==> src/rtl/seven_seg_sched_pkg.sv <==
// Shared types and constants for the seven-segment display scheduler.
// Optional build macro: SEVEN_SEG_SCHED_PRIO_EN (source 0 preempts the rotation).
package seven_seg_sched_pkg;

  typedef enum logic [1:0] {
    IDLE,
    SHOW,
    BLANK
  } state_t;

  localparam int DEF_DWELL_CYCLES = 12_000_000;  // 1 s at 12 MHz
  localparam int DEF_BLANK_CYCLES = 1200;

  // Width of an index able to address n items; never narrower than one bit.
  function automatic int idx_w(input int n);
    return (n > 2) ? $clog2(n) : 1;
  endfunction

endpackage

==> src/rtl/seven_seg_sched_rr_pick.sv <==
// Combinational round-robin picker: first requester after 'last', wrapping modulo N.
// Shared with other schedulers; holds no state.
module rr_pick
  import seven_seg_sched_pkg::*;
#(
  parameter int N = 4,
  parameter int W = idx_w(N)
) (
  input  logic [N-1:0] req,
  input  logic [W-1:0] last,
  output logic [W-1:0] winner,
  output logic         any
);

  logic [W-1:0] idx;

  // NOTE: every output of a combinational block gets a default first so no latch is inferred.
  always_comb begin
    winner = '0;
    any    = 1'b0;
    idx    = '0;
    // Walk from the farthest candidate inwards so the nearest requester is written last.
    for (int k = N; k >= 1; k--) begin
      idx = W'((int'(last) + k) % N);
      if (req[idx]) begin
        winner = idx;
        any    = 1'b1;
      end
    end
  end

endmodule

==> src/rtl/seven_seg_sched.sv <==
// Round-robin time-sharing of a two-digit display between N_SRC byte producers.
// Optional build macro: SEVEN_SEG_SCHED_PRIO_EN (req[0] rising edge preempts other sources).
module seven_seg_sched
  import seven_seg_sched_pkg::*;
#(
  parameter int N_SRC        = 4,
  parameter int DWELL_CYCLES = DEF_DWELL_CYCLES,
  parameter int BLANK_CYCLES = DEF_BLANK_CYCLES,
  localparam int SRC_W       = idx_w(N_SRC),
  localparam int CNT_W       = idx_w((DWELL_CYCLES > BLANK_CYCLES) ? DWELL_CYCLES : BLANK_CYCLES)
) (
  input  logic               clk,
  input  logic               rst_n,
  input  logic [N_SRC-1:0]   req,
  input  logic [8*N_SRC-1:0] data,
  input  logic               hold,
  output logic [N_SRC-1:0]   ack,
  output logic [7:0]         disp_byte,
  output logic [SRC_W-1:0]   disp_src,
  output logic               disp_valid
);

  state_t           state;
  logic [SRC_W-1:0] last;
  logic [CNT_W-1:0] cnt;
  logic [7:0]       src_byte [N_SRC];
  logic [SRC_W-1:0] rr_winner;
  logic [SRC_W-1:0] grant_src;
  logic             rr_any;
  logic             grant;
  logic             preempt;
  logic             others_req;
  logic             dwell_done;
  logic             blank_done;
  logic [N_SRC-1:0] cur_mask;

  for (genvar i = 0; i < N_SRC; i++) begin : g_byte
    assign src_byte[i] = data[8*i +: 8];
  end

  rr_pick #(
    .N (N_SRC),
    .W (SRC_W)
  ) u_rr_pick (
    .req    (req),
    .last   (last),
    .winner (rr_winner),
    .any    (rr_any)
  );

  // The same counter times both the dwell and the blank gap.
  assign dwell_done = (cnt == CNT_W'(DWELL_CYCLES - 1)) && !hold;
  assign blank_done = (cnt == CNT_W'(BLANK_CYCLES - 1));

  always_comb begin
    cur_mask           = '0;
    cur_mask[disp_src] = 1'b1;
  end

  assign others_req = |(req & ~cur_mask);

`ifdef SEVEN_SEG_SCHED_PRIO_EN
  logic req0_q;
  logic prio_pend;
  logic rise0;

  assign rise0   = req[0] && !req0_q;
  assign preempt = rise0 && (disp_src != '0);

  always_ff @(posedge clk or negedge rst_n) begin
    if (!rst_n) begin
      req0_q    <= 1'b0;
      prio_pend <= 1'b0;
    end else begin
      req0_q <= req[0];
      if (grant)
        prio_pend <= 1'b0;
      else if (rise0 && ((state == SHOW && disp_src != '0) || state == BLANK))
        prio_pend <= 1'b1;
    end
  end

  always_comb begin
    grant     = 1'b0;
    grant_src = rr_winner;
    if (state == IDLE) begin
      grant = rr_any;
    end else if (state == BLANK && blank_done) begin
      grant = rr_any;
      if ((prio_pend || rise0) && req[0]) grant_src = '0;
    end
  end
`else
  assign preempt = 1'b0;

  always_comb begin
    grant     = 1'b0;
    grant_src = rr_winner;
    if (state == IDLE || (state == BLANK && blank_done)) grant = rr_any;
  end
`endif

  // NOTE: sequential state uses non-blocking assignments so every register samples pre-edge values.
  always_ff @(posedge clk or negedge rst_n) begin
    if (!rst_n) begin
      state      <= IDLE;
      last       <= SRC_W'(N_SRC - 1);
      cnt        <= '0;
      disp_byte  <= '0;
      disp_src   <= '0;
      disp_valid <= 1'b0;
      ack        <= '0;
    end else begin
      ack <= '0;
      if (grant) begin
        state          <= SHOW;
        disp_src       <= grant_src;
        last           <= grant_src;
        disp_byte      <= src_byte[grant_src];
        disp_valid     <= 1'b1;
        cnt            <= '0;
        ack[grant_src] <= 1'b1;
      end else begin
        unique case (state)
          SHOW: begin
            disp_byte <= src_byte[disp_src];
            if (dwell_done && !others_req && req[disp_src]) begin
              cnt <= '0;
            end else if (dwell_done && !others_req) begin
              state      <= IDLE;
              disp_valid <= 1'b0;
            end else if (dwell_done || !req[disp_src] || preempt) begin
              state      <= BLANK;
              disp_valid <= 1'b0;
              disp_byte  <= '0;
              cnt        <= '0;
            end else if (!hold) begin
              cnt <= cnt + 1'b1;
            end
          end
          BLANK: begin
            if (blank_done) state <= IDLE;
            else            cnt   <= cnt + 1'b1;
          end
          default: ;  // IDLE only leaves through a grant
        endcase
      end
    end
  end

  ack_matches_src: assert property (@(posedge clk) disable iff (!rst_n)
    (ack == '0) || (ack == cur_mask));

  src_in_range: assert property (@(posedge clk) disable iff (!rst_n)
    int'(disp_src) < N_SRC);

endmodule

==> config.mk <==
export PLATFORM = sky130hd
export DESIGN_NAME = seven_seg_sched
export DESIGN_NICKNAME = d
export VERILOG_FILES = /design/src/rtl/seven_seg_sched_pkg.sv /design/src/rtl/seven_seg_sched_rr_pick.sv /design/src/rtl/seven_seg_sched.sv
export SDC_FILE = /design/constraint.sdc
export NUM_CORES = 1
export LEC_CHECK = 0
export BUFFER_PORTS_ARGS = -buffer_cell sky130_fd_sc_hd__buf_2
export CORE_UTILIZATION = 39
export CTS_BUF_LIST = sky130_fd_sc_hd__clkbuf_4
export DETAILED_ROUTE_END_ITERATION = 7
export GPL_TIMING_DRIVEN = 0
export REMOVE_ABC_BUFFERS = 1
export SLEW_MARGIN = 5
export SYNTH_ARGS = -nofsm -noshare
export SYNTH_HDL_FRONTEND = slang
export SYNTH_SLANG_ARGS = --single-unit
==> constraint.sdc <==
create_clock -name clk -period 2.45 [get_ports clk]
set_input_delay 0.49 -clock clk [delete_from_list [all_inputs] [get_ports clk]]
set_output_delay 0.49 -clock clk [all_outputs]
set_load 0.005 [all_outputs]
Word level (Yosys, flattened, before mapping). Cells that the tools add are included.

Shifts and indexed selects: 0. Eq/ne operators: 11. Order comparisons: 10. Reductions and logical operators: 19. Multipliers: 0. Divide/modulo/power cells: 0. Multiplexer cells: 53. Bitwise operators: 4. Add/subtract/negate cells: 5.

Operators with widths (count): two-way mux 24 bit (6); two-way mux 8 bit (9); one-hot mux 24 bit (2 select lines) (1); binary-select mux 8 bit (select 2 bit) (2); adder 24 x 1 -> 24 bit, second input constant (1); == test 24 x 11 -> 1 bit, second input constant (1); == test 24 bit, second input constant (1); less-than comparator 2 x 3 -> 1 bit, second input constant (6); two-way mux 2 bit (9); two-way mux 1 bit (17); binary-select mux 1 bit (select 2 bit) (5); != test 3 bit, second input constant (3); != test 4 bit, second input constant (2); AND reduction 4 bit (2); greater-or-equal comparator 3 bit, second input constant (2); logical AND 1 bit (6); inverter 2 -> 3 bit (2); nonzero test 3 bit (2); != test 5 bit, second input constant (1); adder 2 x 1 -> 2 bit, second input constant (2); adder 2 bit, second input constant (2); bitwise AND 4 bit (1); demux 1 bit (select 2 bit) (2); greater-or-equal comparator 2 x 1 -> 1 bit, second input constant (2); 12 further kinds (15).

ROM bits: 0. Flip-flop bits (word level): 43. Input port bits: 39. Bits in latches: 0. Memories: 0. RAM bits: 0.

Logic depth before layout (Yosys ltp).
Depth after elaboration: 13. Mapped depth: 8. Depth with buffers taken out: 7.

Modules after synthesis. Synthesis repeated with hierarchy kept, for this count alone.

Cells, all modules: 291. Area total of the unflattened synthesis: 2959.1 um^2.

Modules (own cells, without submodules): seven_seg_sched (area each 2867.8 um^2, cells an instance 277, times used 1); rr_pick (area each 91.3 um^2, cells an instance 14, times used 1).

Worst setup path before layout. OpenSTA, ideal clock, no wires.

Kind: flip-flop to flip-flop. From: reg cnt[0]. To: reg cnt[18]. Required time: 2328 ps. Buffers on the path: 1. Stages on the path, launching flop included: 9. Data arrival time: 1949 ps. Path slack: 379 ps. Library setup time: 122 ps. Cells stage by stage: dfrtp_1 ha_1 nand3_2 nor3_2 nand4b_4 o311ai_2 a21oi_1 buf_2 a32o_1.

Cells in the longest elaborated chain, start to end: 8. Elaborated cells between the ends (all ways): 22. Those cells by class: add/sub: 1; eq/ne: 5; mux: 8; reduce/logical: 8.

RTL lines: from (decl) (RTL line seven_seg_sched.sv:25) `logic [CNT_W-1:0] cnt;`; from (signal assigned) (RTL line seven_seg_sched.sv:138) `cnt <= cnt + 1'b1;`; from (signal assigned) (RTL line seven_seg_sched.sv:143) `else cnt <= cnt + 1'b1;`; parallel branches: the longest is 8 deep, another holds adder 24 x 1 -> 24 bit.

Several ways; the timed one is not identified. The select of a mux whose other input is x is not followed. A chain may end at the register's enable or synchronous reset.

Worst setup path after layout.
From: reg cnt[1]. To: reg cnt[5].

The elaborated chain is that of the path after synthesis.

==> impl_metrics.yaml <==
run_status:
  outcome: "finished, final reports clean"
yosys:
  synth-edff-count: 0
  netlist_top_cells_count: "dfrtp_1 (41), nand2_1 (41), nand3_1 (36)"
  synth-async-reset-ratio_pct: 100.0
  synth.yosys.seq_area_share_pct: 36.36
  yosysTopAreaCellShare_pct: 34.58
  avgSynthCellArea_um2: 9.329
  ys_seq_elements: 43
  synth.distinct_cells: 49
  synth_cells: 318
  yosys.area.top_type: "dfrtp_1"
  yosys_warnings: 0
  synth.cell_area_um2: 2967
  synth_area_leaders: "dfrtp_1 (35%), mux4_2 (6.8%), nand3_1 (6.1%)"
  synthFlopType: "dfrtp_1"
global_route:
  grt_overflow_total: 0
  grt_pass1_vias: 2709
  grt_use_total_pct: 21.40
  grt_max_degree: 44
  antenna_found_initial: 0
  grt_pass1_wl_mm: 13.17
cells_and_area:
  fin_util_pct: 50.15
  nNetsFinal: 421
  seqCellArea_um2: 1082
  finalNonFillerCells: 481
  syn_to_final_growth_pct: 23.28
  fillers: 719
  multi_input_area_um2: 1836
  n_antenna_cell: 0
  layout-drive-gt1-share_pct: 32.98
critical_path:
  crit_path_end_kind: "flop"
  path_max_fanout: 6
  required_ns: 2.72
  cp-start-kind: "flop"
  arrival_ns: 2.69
  worstSetupPathType: "reg -> reg"
timing:
  rsz0062_at_grt: "true"
  slew_violations: 0
  fin_crit_ns: 2.418
  hold_violations: 0
  setup_violations: 0
  fmax_mhz: 413.5
  worst_pin_slew_ns: 1.003
  fin_worst_skew_ns: 0.01491
  setup_slack_ns: 0.03153
  finalCritPeriodShare_pct: 98.71
  slew_headroom_pct: 33.16
power_and_ir_drop:
  ir_drop_uv: 197.4
  p_leak_nw: 1.607
  power_density_nw_per_um2: 401.3
cts:
  clock_latency_ns: 0.37
  tritoncts: "built"
  clk_path_buf_depth: 2
  numCtsBuffers: 5
  cts.clk_slew.worst_paths_ns: 0.14
  htreeDepth: 2
  clock-sinks: 43
  root_buffer: "clkbuf_4"
placed_design:
  placement.io_buffers: 53
  dp_slack_ns: -0.8354
  hpwlAfterDp_mm: 5.205
  place.gp.congestion: 0.7983
  placed_cells: 453
die:
  die_h_um: 89.22
  fp.dieW_um: 89.22
  fp.dieArea_um2: 7959
  num_rows: 31
  start_util_pct: 40.68
  core_um2: 7292
  ioPinCount: 54
detailed_routing:
  wl_per_cell_um: 16.73
  wl_mm: 8.049
  vias: 2908
  drc: 0
  drt_first_pass_iters: 4
  ant_nets: 0
  via_per_inst: 6.046
  drtIter0Drc: 214
worst_hold_path:
  min_path_type: "in -> async"
job:
  maxCapViolations: 0
timing repair:
item	4_1_cts	5_1_grt
setup endpoints to repair	41	41
gates resized for setup	13	5
hold buffers	0	0
gates cloned	0	0
pin swaps	2	5
setup buffers	5	15
state kept, by name (all words and copies together), names as in the netlist:
signal and flops:
cnt 24, disp_byte 8, ack 4, disp_src 2, last 2, state 2, disp_valid 1
cells in the final DEF (no fill, tap or decap), drive strengths merged, types with 9 or more instances in the layout:
cell,instances
o22ai,12
nand2,41
o32ai,12
nor3,13
dfrtp,41
nand3,37
buf,75
mux2i,11
a32o,11
nor2,21
mux4,9
a22oi,10
layout make-up:
| class | count | share of cell area (%) |
|---|---|---|
| clock inverters | 3 | 1.197 |
| inverters | 9 | 1.026 |
| repair buffers | 75 | 13.58 |
| flip-flops and latches | 43 | 29.59 |
| multi-input cells | 247 | 50.19 |
| well taps | 99 | 3.387 |
| clock buffers | 5 | 1.026 |
cell families after synthesis:
| group | after synthesis | synth area share (%) |
|---|---|---|
| AOI/OAI and AO/OA | 73 | 20.12 |
| buffers and inverters | 28 | 4.639 |
| and+or+nand+nor | 145 | 24.88 |
| DFF | 43 | 36.36 |
| adders and majority gates | 1 | 0.4217 |
| muxes | 28 | 13.58 |
metal layers:
metal	part of all wire [%]	vias to the layer above	GRT usage (%)
li1	-	1354	-
met1	46	1436	29.53
met2	46	109	34.00
met3	6.4	9	4.524
met4	1.1	0	6.205
met5	0	-	0
through the flow:
stage / hold WS, ns / setup TNS [ns] / power, W / cell area, µm²
3_3_place_gp: 0.4971 / -26.28 / 0.0009686 / 3252
2_1_floorplan: 0.1944 / -2.978 / 0.0008843 / 2863
4_1_cts: 0.3119 / 0 / 0.001450 / 3475
3_5_place_dp: 0.4997 / -22.28 / 0.0009734 / 3277
6_report: 0.2687 / 0 / 0.001468 / 3657
5_1_grt: 0.3372 / -0.2798 / 0.001543 / 3657
power by group:
part           switching (W)  total [W]  internal, W
logic               0.000128   0.000246     0.000118
clock network       0.000252   0.000467     0.000215
registers          0.0000257   0.000754     0.000728
total               0.000406    0.00147      0.00106
worst paths after layout:
path                            cells past startpoint  startpoint            to  slack (ns)
worst max-delay path                                8      cnt[1]        cnt[5]        0.03
worst min-delay path                                1       rst_n        cnt[0]        0.27
worst max register to register                      8      cnt[1]        cnt[5]        0.03
worst min register to register                      2     last[1]       last[1]        0.52
max in group asynchronous                           1       rst_n   disp_src[1]        1.51
min in group clk                                    5    data[25]  disp_byte[1]        0.51
worst max-delay path: stages (launching register included):
cell,delay (ns)
dfrtp_1,0.43
ha_2,0.24
nand3_2,0.19
nor3_4,0.28
nand4b_4,0.22
o311ai_4,0.44
a21oi_4,0.12
buf_4,0.18
a32o_1,0.23
No activity file was read; power rests on OpenSTA's default activity.
